### src/rtl/hazard_scoreboard_unit.sv
// Load-use hazard unit with a per-register countdown scoreboard for multi-cycle loads.
// Optional stall-cycle counter enabled by defining STALL_COUNT_EN.

module hazard_scoreboard_entry #(
  parameter int             SBW  = 1,
  parameter logic [SBW-1:0] INIT = '0
) (
  input  logic clk,
  input  logic reset,
  input  logic load,
  output logic pending
);
  logic [SBW-1:0] cnt;

  // A fresh load restarts the countdown even if one is already running.
  always_ff @(posedge clk or negedge reset) begin
    if (!reset)              cnt <= '0;
    else if (load)           cnt <= INIT;
    else if (cnt != '0)      cnt <= cnt - SBW'(1);
  end

  assign pending = |cnt;
endmodule

module hazard_scoreboard_unit #(
  parameter int REG_AW   = 5,
  parameter int LOAD_LAT = 1,
  parameter int STALL_CW = 16
) (
  input  logic                clk,
  input  logic                reset,
  input  logic                ID_EXmemRead,
  input  logic                ID_EXvalid,
  input  logic [REG_AW-1:0]   ID_EXrd,
  input  logic [REG_AW-1:0]   IF_IDrs1,
  input  logic [REG_AW-1:0]   IF_IDrs2,
  input  logic                IF_IDuseRs1,
  input  logic                IF_IDuseRs2,
  input  logic                branchTaken,
  output logic                PCwrite,
  output logic                IF_IDwrite,
  output logic                ID_EXwrite,
  output logic                regWrite,
  output logic                memWrite,
  output logic                IF_IDflush,
  output logic                stallActive,
  output logic [STALL_CW-1:0] stallCycles
);
  localparam int             NREG    = 2**REG_AW;
  localparam int             SBW     = $clog2(LOAD_LAT + 1);
  localparam logic [SBW-1:0] SB_INIT = SBW'(LOAD_LAT - 1);

  logic            ld_live;
  logic [NREG-1:0] load_hit;
  logic [NREG-1:0] pending;
  logic            busy1, busy2, hazard, stall;

  // x0 is never a real destination, so it is excluded from tracking entirely.
  assign ld_live = ID_EXvalid && ID_EXmemRead && (ID_EXrd != '0);

  assign load_hit[0] = 1'b0;
  assign pending[0]  = 1'b0;

  for (genvar r = 1; r < NREG; r++) begin : g_sb
    assign load_hit[r] = ld_live && (ID_EXrd == REG_AW'(r));
    hazard_scoreboard_entry #(.SBW(SBW), .INIT(SB_INIT)) u_ent (
      .clk     (clk),
      .reset   (reset),
      .load    (load_hit[r]),
      .pending (pending[r])
    );
  end

  assign busy1  = load_hit[IF_IDrs1] || pending[IF_IDrs1];
  assign busy2  = load_hit[IF_IDrs2] || pending[IF_IDrs2];
  assign hazard = (IF_IDuseRs1 && busy1) || (IF_IDuseRs2 && busy2);
  assign stall  = hazard && !branchTaken;

  always_comb begin
    PCwrite    = 1'b1;
    IF_IDwrite = 1'b1;
    ID_EXwrite = 1'b1;
    regWrite   = 1'b1;
    memWrite   = 1'b1;
    IF_IDflush = 1'b0;
    if (reset) begin
      if (branchTaken) begin
        // Flush squashes the stalled instruction, so it beats the hazard.
        IF_IDflush = 1'b1;
        ID_EXwrite = 1'b0;
        regWrite   = 1'b0;
        memWrite   = 1'b0;
      end else if (hazard) begin
        PCwrite    = 1'b0;
        IF_IDwrite = 1'b0;
        ID_EXwrite = 1'b0;
        regWrite   = 1'b0;
        memWrite   = 1'b0;
      end
    end
  end

  always_ff @(posedge clk or negedge reset) begin
    if (!reset) stallActive <= 1'b0;
    else        stallActive <= stall;
  end

`ifdef STALL_COUNT_EN
  logic [STALL_CW-1:0] stall_cnt;

  always_ff @(posedge clk or negedge reset) begin
    if (!reset)                        stall_cnt <= '0;
    else if (stall && stall_cnt != '1) stall_cnt <= stall_cnt + STALL_CW'(1);
  end

  assign stallCycles = stall_cnt;
`else
  assign stallCycles = '0;
`endif
endmodule

### config.mk
export PLATFORM = sky130hd
export DESIGN_NAME = hazard_scoreboard_unit
export DESIGN_NICKNAME = d
export VERILOG_FILES = /design/src/rtl/hazard_scoreboard_unit.sv
export SDC_FILE = /design/constraint.sdc
export NUM_CORES = 1
export LEC_CHECK = 0
export ABC_AREA = 1
export BUFFER_PORTS_ARGS = -buffer_cell sky130_fd_sc_hd__buf_2
export CAP_MARGIN = 20
export CORE_ASPECT_RATIO = 0.75
export CORE_MARGIN = 2
export CORE_UTILIZATION = 54
export CTS_CLUSTER_SIZE = 28
export DETAILED_ROUTE_END_ITERATION = 12
export PLACE_DENSITY = 0.91
export SYNTH_ARGS = -nofsm -noshare
export SYNTH_HDL_FRONTEND = slang
export SYNTH_SLANG_ARGS = --single-unit
### constraint.sdc
create_clock -name clk -period 2.91 [get_ports clk]
set_input_delay 0.1455 -clock clk [delete_from_list [all_inputs] [get_ports clk]]
set_output_delay 0.1455 -clock clk [all_outputs]
set_load 0.01 [all_outputs]
==> metrics.md, run 1 <==
| Metric | Value |
|---|---|
| Status | `complete, no violations` |
| Post-synth top flop | `dfrtp_1` |
| Syn Std Cell Area | `~0.0012 mm^2` |
| Yosys cell types | `20` |
| Vias in the first global route | `1,253` |
| Setup TNS | `0 ns` |
| Post-CTS Setup Repair Bufs | `0` |
| Initial antenna violation count | `0` |
| Hold Buf Count CTS | `1` |
| GR Overflow Total | `0` |
| Crit path kind | `input port to output port` |
| Largest Register | `stallActive` |
| Required time of the worst setup path | `2.76 ns` |
| Synth cell count leaders | `nand3_1, nand2_1, inv_1, nor2_1, buf_4` |
| Register area share after synthesis | `2.01%` |
| P&R area growth vs syn | `1.71%` |
| Post-CTS Resized | `0` |
| Reg area | `25.0 um^2` |
| DIE HEIGHT | `approximately 46 um` |
| DP Cell Count | `a little under 300` |
| Fin util | `56.7%` |
| Layout Nets | `between 200 and 300` |
| Starting DRT DRC Count | `216` |
| Final setup vio count | `0` |
| Post-Layout Cell Count | `292` |
| Largest register FFs | `1` |
| Die span in x | `approximately 60 um` |
| Synthesis warning total | `0` |
| Worst Setup End Kind | `output port` |
| P_leak | `about 0.61 nW` |
| FP Rows | `15` |
| Yosys top cell by area | `nand3_1` |
| Fillers | `231` |
| FMAX | `0.521 GHz` |
| Ys async rst share | `between 90% and 100%` |
| Fin crit share | `66.0%` |
| Post-Syn Instances | `around 250` |
| First-pass GRT wire length | `5670 um` |
| FF+latch count, synth | `1` |
| Maxcap violations | `0` |
| Core ar. | `between 0.002 and 0.0025 mm^2` |
| Total chip power | `approximately 160 uW` |
| Layout cells sized above 1 | `17.2%` |
| WL per Instance | `12.0 um` |
| Pwr/cell area | `126 mW/mm^2` |
| HPWL Detailed | `about 2800 um` |
| Most common cell in the netlist | `nand3_1` |
| Max IR drop VDD | `slightly below 0.09 mV` |
| Post-synth EDFFs | `0` |
| Largest net degree at the start of global routing | `23` |
| RSZ-0062 raised after global routing | `false` |
| Slew Viols, Final | `0` |
| CP Launch Type | `input port` |
| Ranking of synthesized cells by area | `nand3_1, nand2_1, buf_4` |
| Hold WC Path Type | `input port to flop` |
| Crit path from | `ID_EXrd[0]` |
| Yosys top cell area share | `32.6%` |
| Total number of vias | `~1,600` |
| Drt drc | `0` |
| I/O pins | `between 40 and 50` |
| CP Max Fanout | `11` |
| Mean post-synth cell area | `4.92 um^2` |
| HP Start | `branchTaken` |
| Via density | `approximately 5.5` |
| Multi-input gate area | `943 um^2` |
| PortBufs | `28` |
| Final WL | `3510 um` |
| GP Congestion | `0.968` |
| Area of the die | `between 0.002 and 0.003 mm^2` |
| Diodes inserted | `0` |
| Total GRT Usage | `between 20% and 30%` |
| Final Critical Period | `1.92 ns` |
| Final Hold Vio Count | `0` |
| Top Registers | `stallActive: 1 flops` |
| Starting density of the core | `55.7%` |
| Reg clk slew, reported paths | `0 ns` |
| CP arrival | `1.77 ns` |
| Final ANT Viol Nets | `0` |
| DR pass1 iterations | `5` |
==> cell families after synthesis <==
group                  count (synthesis)  share of synthesized area [%]
AND/OR/NAND/NOR                      187                           68.9
buffers and inverters                 61                           26.7
AO/OA/AOI/OAI                          3                           2.01
flip-flops                             1                           2.01
other                                  1                          0.301
==> worst max-delay path, cell delays in order <==
cell and delay (ns):
buf_2 0.13, nor2_2 0.23, nand2_2 0.12, nand3_2 0.24, nor2_1 0.10, nand2_1 0.07
nand3_1 0.07, nand3_1 0.09, nand3_1 0.08, nand2_1 0.06, nand2_1 0.06, nand2_2 0.08
nand3_1 0.07, nand2_1 0.08, buf_2 0.13
==> stage by stage <==
stage	worst slack (ns)	area, um^2	hold slack [ns]
4_1_cts	1.03	1270	0.334
2_1_floorplan	1.27	1300	-0.150
3_3_place_gp	1.05	1260	-0.0577
5_1_grt	0.766	1270	0.350
3_5_place_dp	1.03	1260	-0.0532
6_report	0.991	1270	0.332
==> power by group <==
| group | internal (mW) | switching [mW] | total, mW |
|---|---|---|---|
| Clock | 0 | 0 | 0 |
| Combinational | 0.0434 | 0.101 | 0.144 |
| Sequential | 0.0153 | 0.000185 | 0.0154 |
| Total | 0.0587 | 0.101 | 0.160 |
==> worst paths after layout <==
kind	slack, ns	to	cells past startpoint
setup / recovery	0.99	memWrite	15
hold / removal	0.33	stallActive$_DFF_PN0_	2
max in group asynchronous	2.31	stallActive$_DFF_PN0_	2
min in group asynchronous	0.49	stallActive$_DFF_PN0_	2
==> cells in the final DEF (no fill, tap or decap), types with 2 or more instances in the layout <==
cell     Yosys  final
a21oi_2      2      2
buf_2        6     28
conb_1       1     16
inv_1       29     29
inv_2        2      2
nand2_1     63     63
nand2_2      3      3
nand3_1     81     81
nand4_1      4      4
nor2_1      24     24
nor2_2       9      9
==> per-layer routing <==
| metal | vias to the layer above | track usage (%) | part of all wire (%) |
|---|---|---|---|
| met5 | - | 0 | 0 |
| met4 | 0 | 3.64 | 1.2 |
| met3 | 6 | 2.84 | 14 |
| met2 | 112 | 40.7 | 43 |
| met1 | 690 | 41.2 | 42 |
| li1 | 804 | - | - |
==> final cells by class <==
class	count	area share, %
inverter	31	9.19
sequential	1	1.98
timing repair buffer	29	11.9
tap	25	2.47
multi-input combinational	206	74.5
Power figures use the tool's default switching activity.
==> inputs of run 2 (changes only) <==
--- a/config.mk
+++ b/config.mk
@@ -10,10 +10,10 @@
 export CAP_MARGIN = 20
 export CORE_ASPECT_RATIO = 0.75
 export CORE_MARGIN = 2
-export CORE_UTILIZATION = 54
+export CORE_UTILIZATION = 46
 export CTS_CLUSTER_SIZE = 28
 export DETAILED_ROUTE_END_ITERATION = 12
-export PLACE_DENSITY = 0.91
+export PLACE_DENSITY = 0.83
 export SYNTH_ARGS = -nofsm -noshare
 export SYNTH_HDL_FRONTEND = slang
 export SYNTH_SLANG_ARGS = --single-unit
==> constraint.sdc (replaced) <==
create_clock -name clk -period 1.67 [get_ports clk]
set_input_delay 0.0835 -clock clk [delete_from_list [all_inputs] [get_ports clk]]
set_output_delay 0.0835 -clock clk [all_outputs]
set_load 0.01 [all_outputs]
==> metrics.md, run 2 (same netlist as run 1, synthesis figures left out) <==
| Metric | Value |
|---|---|
| Final setup vio count | `6` |
| HP Start | `branchTaken` |
| Pwr/cell area | `between 200 and 250 mW/mm^2` |
| Largest net degree at the start of global routing | `23` |
| Reg area | `25.0 um^2` |
| Part of the power in registers | `6.9%` |
| Total number of vias | `approximately 1,800` |
| Maxcap violations | `0` |
| Fillers | `219` |
| Layout Nets | `310` |
| CP arrival | `between 1.5 and 2 ns` |
| Largest register FFs | `1` |
| Internal Power | `159 uW` |
| Crit path kind | `input port to output port` |
| Hold WC Path Type | `input port to flop` |
| Core ar. | `0.00258 mm^2` |
| P_sw | `236 uW` |
| Via density | `5.61` |
| Switching share of power | `59.8%` |
| I/O pins | `45` |
| Combinational share of power | `93.1%` |
| FP Rows | `16` |
| Starting density of the core | `48.2%` |
| WHS Endpoint | `stallActive$_DFF_PN0_` |
| CP Launch Type | `input port` |
| GR Overflow Total | `0` |
| Largest Register | `stallActive` |
| DR pass1 iterations | `5` |
| Drt drc | `0` |
| Slew Viols, Final | `0` |
| Clk pwr share | `0%` |
| PortBufs | `28` |
| GP Congestion | `0.996` |
| Max IR drop VDD | `approximately 0.11 mV` |
| Top Registers | `stallActive: 1 flops` |
| Final WL | `4590 um` |
| PnR worst setup slack | `-0.0802 ns` |
| HPWL Detailed | `2970 um` |
| WL per Instance | `14.3 um` |
| Area of the die | `0.00314 mm^2` |
| Required time of the worst setup path | `~1.6 ns` |
| Fin crit share | `105%` |
| Hold depth | `2` |
| Total GRT Usage | `a little under a quarter` |
| Vias in the first global route | `1,406` |
| Final Critical Period | `1.75 ns` |
| CP Max Fanout | `22` |
| Most common cell after layout, fill and taps aside | `nand3_1` |
| Fin util | `between 60% and 70%` |
| Post-Layout Cell Count | `322` |
| DP Cell Count | `318` |
| DIE HEIGHT | `49.1 um` |
| Initial antenna violation count | `0` |
| P_leak | `0.771 nW` |
| Failing checks | `negative setup slack` |
| Commonest non-fill, non-tap cells in the layout | `nand3_1, nand2_1, inv_1, buf_2, buf_4` |
| First-pass GRT wire length | `6110 um` |
| Worst Setup End Kind | `output port` |
| Diodes inserted | `0` |
| Hold slack final | `between 0.2 and 0.3 ns` |
| Die span in x | `64.1 um` |
| Design area | `0.00174 mm^2` |
| Final ANT Viol Nets | `0` |
| Reg clk slew, reported paths | `0 ns` |
| Final Hold Vio Count | `0` |
| Placed Area | `0.00140 mm^2` |
| RSZ-0062 raised after global routing | `true` |
| Status | `finished, violations left` |
| P&R area growth vs syn | `39.6%` |
| FMAX | `between 0.5 and 0.6 GHz` |
| Layout cells sized above 1 | `40.9%` |
| Multi-input gate area | `around 0.0012 mm^2` |
| Starting DRT DRC Count | `327` |
==> run 2: cell count changes in the layout (fill, tap and decap cells not counted), sizes merged <==
cell	delta
clkbuf	+1
nand3	+1
buf	+17
==> run 2: what timing repair did <==
action | 4_1_cts | 5_1_grt
gates resized for setup | 21 | 71
hold buffers | 1 | 0
endpoints found under the setup margin | 6 | 6
gates cloned | 0 | 1
pin swaps | 1 | 21
endpoints found under the hold margin | 1 | 0
buffers inserted | 0 | 2
==> run 2: area by class of cell <==
class | instances | area share [%]
Inverter | 31 | 6.98
Multi-Input combinational cell | 207 | 69.4
Timing Repair Buffer | 47 | 19.6
Tap cell | 36 | 2.59
Sequential cell | 1 | 1.44
==> run 2: layer usage <==
| metal | share of wire, % | vias to the layer above | wire (um) | global-route usage (%) |
|---|---|---|---|---|
| met5 | 0 | - | 0 | 0 |
| met4 | 2.4 | 0 | 110 | 2.17 |
| met3 | 15 | 24 | 667 | 6.24 |
| met2 | 45 | 137 | 2080 | 35.6 |
| met1 | 38 | 792 | 1730 | 34.1 |
| li1 | - | 854 | - | - |
==> run 2: critical path, cell delays in order <==
cell and delay [ns]:
clkbuf_4 0.18, inv_4 0.09, nor2_4 0.13, buf_12 0.16, nand3_1 0.10, nand3_1 0.11, nand3_1 0.10, nand3_1 0.11
nand2_1 0.07, a21boi_2 0.13, nand2_2 0.09, nand2_2 0.07, nand3_2 0.07, buf_2 0.15
==> run 2: worst max-delay path by stage <==
| stage | start | to | cells after the start |
|---|---|---|---|
| 3_5_place_dp | ID_EXrd[2] | ID_EXwrite | 15 |
| 5_1_grt | ID_EXrd[3] | regWrite | 17 |
| 6_report | ID_EXrd[4] | IF_IDwrite | 14 |
| 4_1_cts | ID_EXrd[0] | ID_EXwrite | 15 |
| 2_1_floorplan | IF_IDrs2[0] | PCwrite | 13 |
| 3_3_place_gp | ID_EXrd[0] | regWrite | 15 |
==> run 2: power by group through the flow <==
stage | Combinational, mW | Clock, mW | Sequential, mW
CTS | 0.284 | 0 | 0.0271
detailed placement | 0.265 | 0 | 0.0271
global placement | 0.266 | 0 | 0.0269
floorplan | 0.207 | 0 | 0.0282
finish | 0.367 | 0 | 0.0271
global route | 0.391 | 0 | 0.0271
==> run 2: metrics by stage <==
| step | power (mW) | setup TNS [ns] | worst slack (ns) |
|---|---|---|---|
| final | 0.394 | -0.390 | -0.0802 |
| after global placement | 0.293 | -0.365 | -0.0684 |
| after floorplan | 0.235 | 0 | 0.156 |
| after detailed placement | 0.293 | -0.410 | -0.0986 |
| after global routing | 0.419 | -1.04 | -0.185 |
| after CTS | 0.311 | 0 | 0.00209 |
==> inputs of run 3 (changes only) <==
--- a/config.mk
+++ b/config.mk
@@ -8,7 +8,6 @@
 export ABC_AREA = 1
 export BUFFER_PORTS_ARGS = -buffer_cell sky130_fd_sc_hd__buf_2
 export CAP_MARGIN = 20
-export CORE_ASPECT_RATIO = 0.75
 export CORE_MARGIN = 2
 export CORE_UTILIZATION = 46
 export CTS_CLUSTER_SIZE = 28
==> metrics.md, run 3 (same netlist as run 1, synthesis figures left out) <==
| Metric | Value |
|---|---|
| Status | `finished, violations left` |
| Failing checks | `negative setup slack` |
| Commonest non-fill, non-tap cells in the layout | `nand3_1, nand2_1, inv_1, buf_2, nor2_4` |
| Design area | `0.00177 mm^2` |
| Via density | `6.02` |
| Total number of vias | `1,860` |
| CP Launch Type | `input port` |
| Hold depth | `2` |
| Initial antenna violation count | `0` |
| PnR worst setup slack | `-0.0539 ns` |
| Slowest stage cell on the critical path | `nand3_4` |
| Top Registers | `stallActive: 1 flops` |
| Cell family with most CP delay | `simple AND/OR/NAND/NOR gates` |
| Slowest stage delay, CP | `0.16 ns` |
| CP Max Fanout | `5` |
| Most used cell, CP | `nand2_1` |
| Required time of the worst setup path | `1.59 ns` |
| P&R area growth vs syn | `42.1%` |
| Largest Register | `stallActive` |
| HP Start | `branchTaken` |
| Largest register FFs | `1` |
| Post-Layout Cell Count | `slightly above 300` |
| Layout Nets | `303` |
| GR Overflow Total | `0` |
| Max IR drop VDD | `0.260 mV` |
| Crit path kind | `input port to output port` |
| Slew Viols, Final | `0` |
| Total chip power | `409 uW` |
| Fin util | `70.1%` |
| FP Rows | `18` |
| Total GRT Usage | `21.5%` |
| Maxcap violations | `0` |
| HPWL Detailed | `2720 um` |
| P_leak | `roughly 0.77 nW` |
| PortBufs | `28` |
| FMAX | `0.580 GHz` |
| DR pass1 iterations | `5` |
| I/O pins | `45` |
| Final ANT Viol Nets | `0` |
| Diodes inserted | `0` |
| DIE HEIGHT | `56.0 um` |
| Worst path bufs/invs | `4` |
| Drt drc | `0` |
| GP Congestion | `0.971` |
| Starting density of the core | `49.4%` |
| First-pass GRT wire length | `around 5800 um` |
| Worst Setup End Kind | `output port` |
| WL per Instance | `approximately 15 um` |
| CP arrival | `roughly 1.6 ns` |
| Setup TNS | `-0.240 ns` |
| Pwr/cell area | `231 mW/mm^2` |
| Final setup vio count | `5` |
| Starting DRT DRC Count | `175` |
| Fin crit share | `103%` |
| DP Cell Count | `304` |
| Vias in the first global route | `around 1,300` |
| Most common cell after layout, fill and taps aside | `nand3_1` |
| Hold slack final | `roughly 0.27 ns` |
| Die span in x | `approximately 56 um` |
| Core ar. | `around 0.0025 mm^2` |
| Fillers | `192` |
| RSZ-0062 raised after global routing | `true` |
| Reg clk slew, reported paths | `0 ns` |
| Post-Place Setup Slack | `-0.0666 ns` |
| Final Critical Period | `1.72 ns` |
| Largest net degree at the start of global routing | `23` |
| Area of the die | `0.00314 mm^2` |
| Hold WC Path Type | `input port to flop` |
| WHS Endpoint | `stallActive$_DFF_PN0_` |
| Placed Area | `0.00136 mm^2` |
| Layout cells sized above 1 | `38.4%` |
| Final WL | `4770 um` |
| CP cell instances | `buf_2 > nand2_4 > inv_4 > buf_4 > nand3_4 > nor2_2 > nand2_1 > nand3_1 > nand3_1 > nand3_1 > nand2_1 > nand2_1 > nand2_2 > nand2_1 > nand3_2 > buf_2` |
| Final Hold Vio Count | `0` |
-- run 3: cell count changes in the layout (fill, tap and decap cells not counted), moves of 2 or more --
cell       change
buf_4         -13
nor2_2         -6
buf_12         +3
inv_1          +3
inv_2          -3
nand3_1        -3
nand3_2        +3
nor2_1         +3
nor2_4         +3
buf_6          +2
clkbuf_16      +2
nand2_2        +2
-- run 3: layout make-up --
cell class	instances	area, um^2	share of cell area, %
Timing Repair Buffer	40	368	20.8
Inverter	31	124	7.00
Tap cell	30	37.5	2.12
Sequential cell	1	25.0	1.41
Multi-Input combinational cell	207	1210	68.7
-- run 3: repair_timing --
item / 4_1_cts / 5_1_grt
hold buffers: 1 / 0
hold endpoints to repair: 1 / 0
cloned: 0 / 3
setup buffers: 0 / 1
pin swaps: 0 / 20
setup endpoints to repair: 5 / 6
resized for setup: 3 / 94
-- run 3: where the power goes --
group / internal [mW] / switching [mW] / total (mW)
Clock: 0 / 0 / 0
Combinational: 0.142 / 0.240 / 0.382
Sequential: 0.0266 / 0.000429 / 0.0270
-- run 3: worst max-delay path by stage --
stage | startpoint | endpoint | slack [ns] | cells past startpoint
after floorplan | IF_IDrs2[0] | PCwrite | 0.16 | 13
after global placement | ID_EXrd[0] | ID_EXwrite | -0.005 | 15
after detailed placement | ID_EXrd[0] | memWrite | -0.07 | 15
after CTS | ID_EXrd[1] | memWrite | 0.002 | 15
after global routing | ID_EXrd[1] | ID_EXwrite | -0.16 | 15
final | ID_EXvalid | PCwrite | -0.05 | 16
-- run 3: routing by layer --
layer | vias up | GRT usage (%) | wire [um]
met5 | - | 0 | 0
met4 | 0 | 3.40 | 266
met3 | 42 | 1.63 | 640
met2 | 165 | 36.0 | 2210
met1 | 816 | 30.4 | 1660
li1 | 837 | - | -
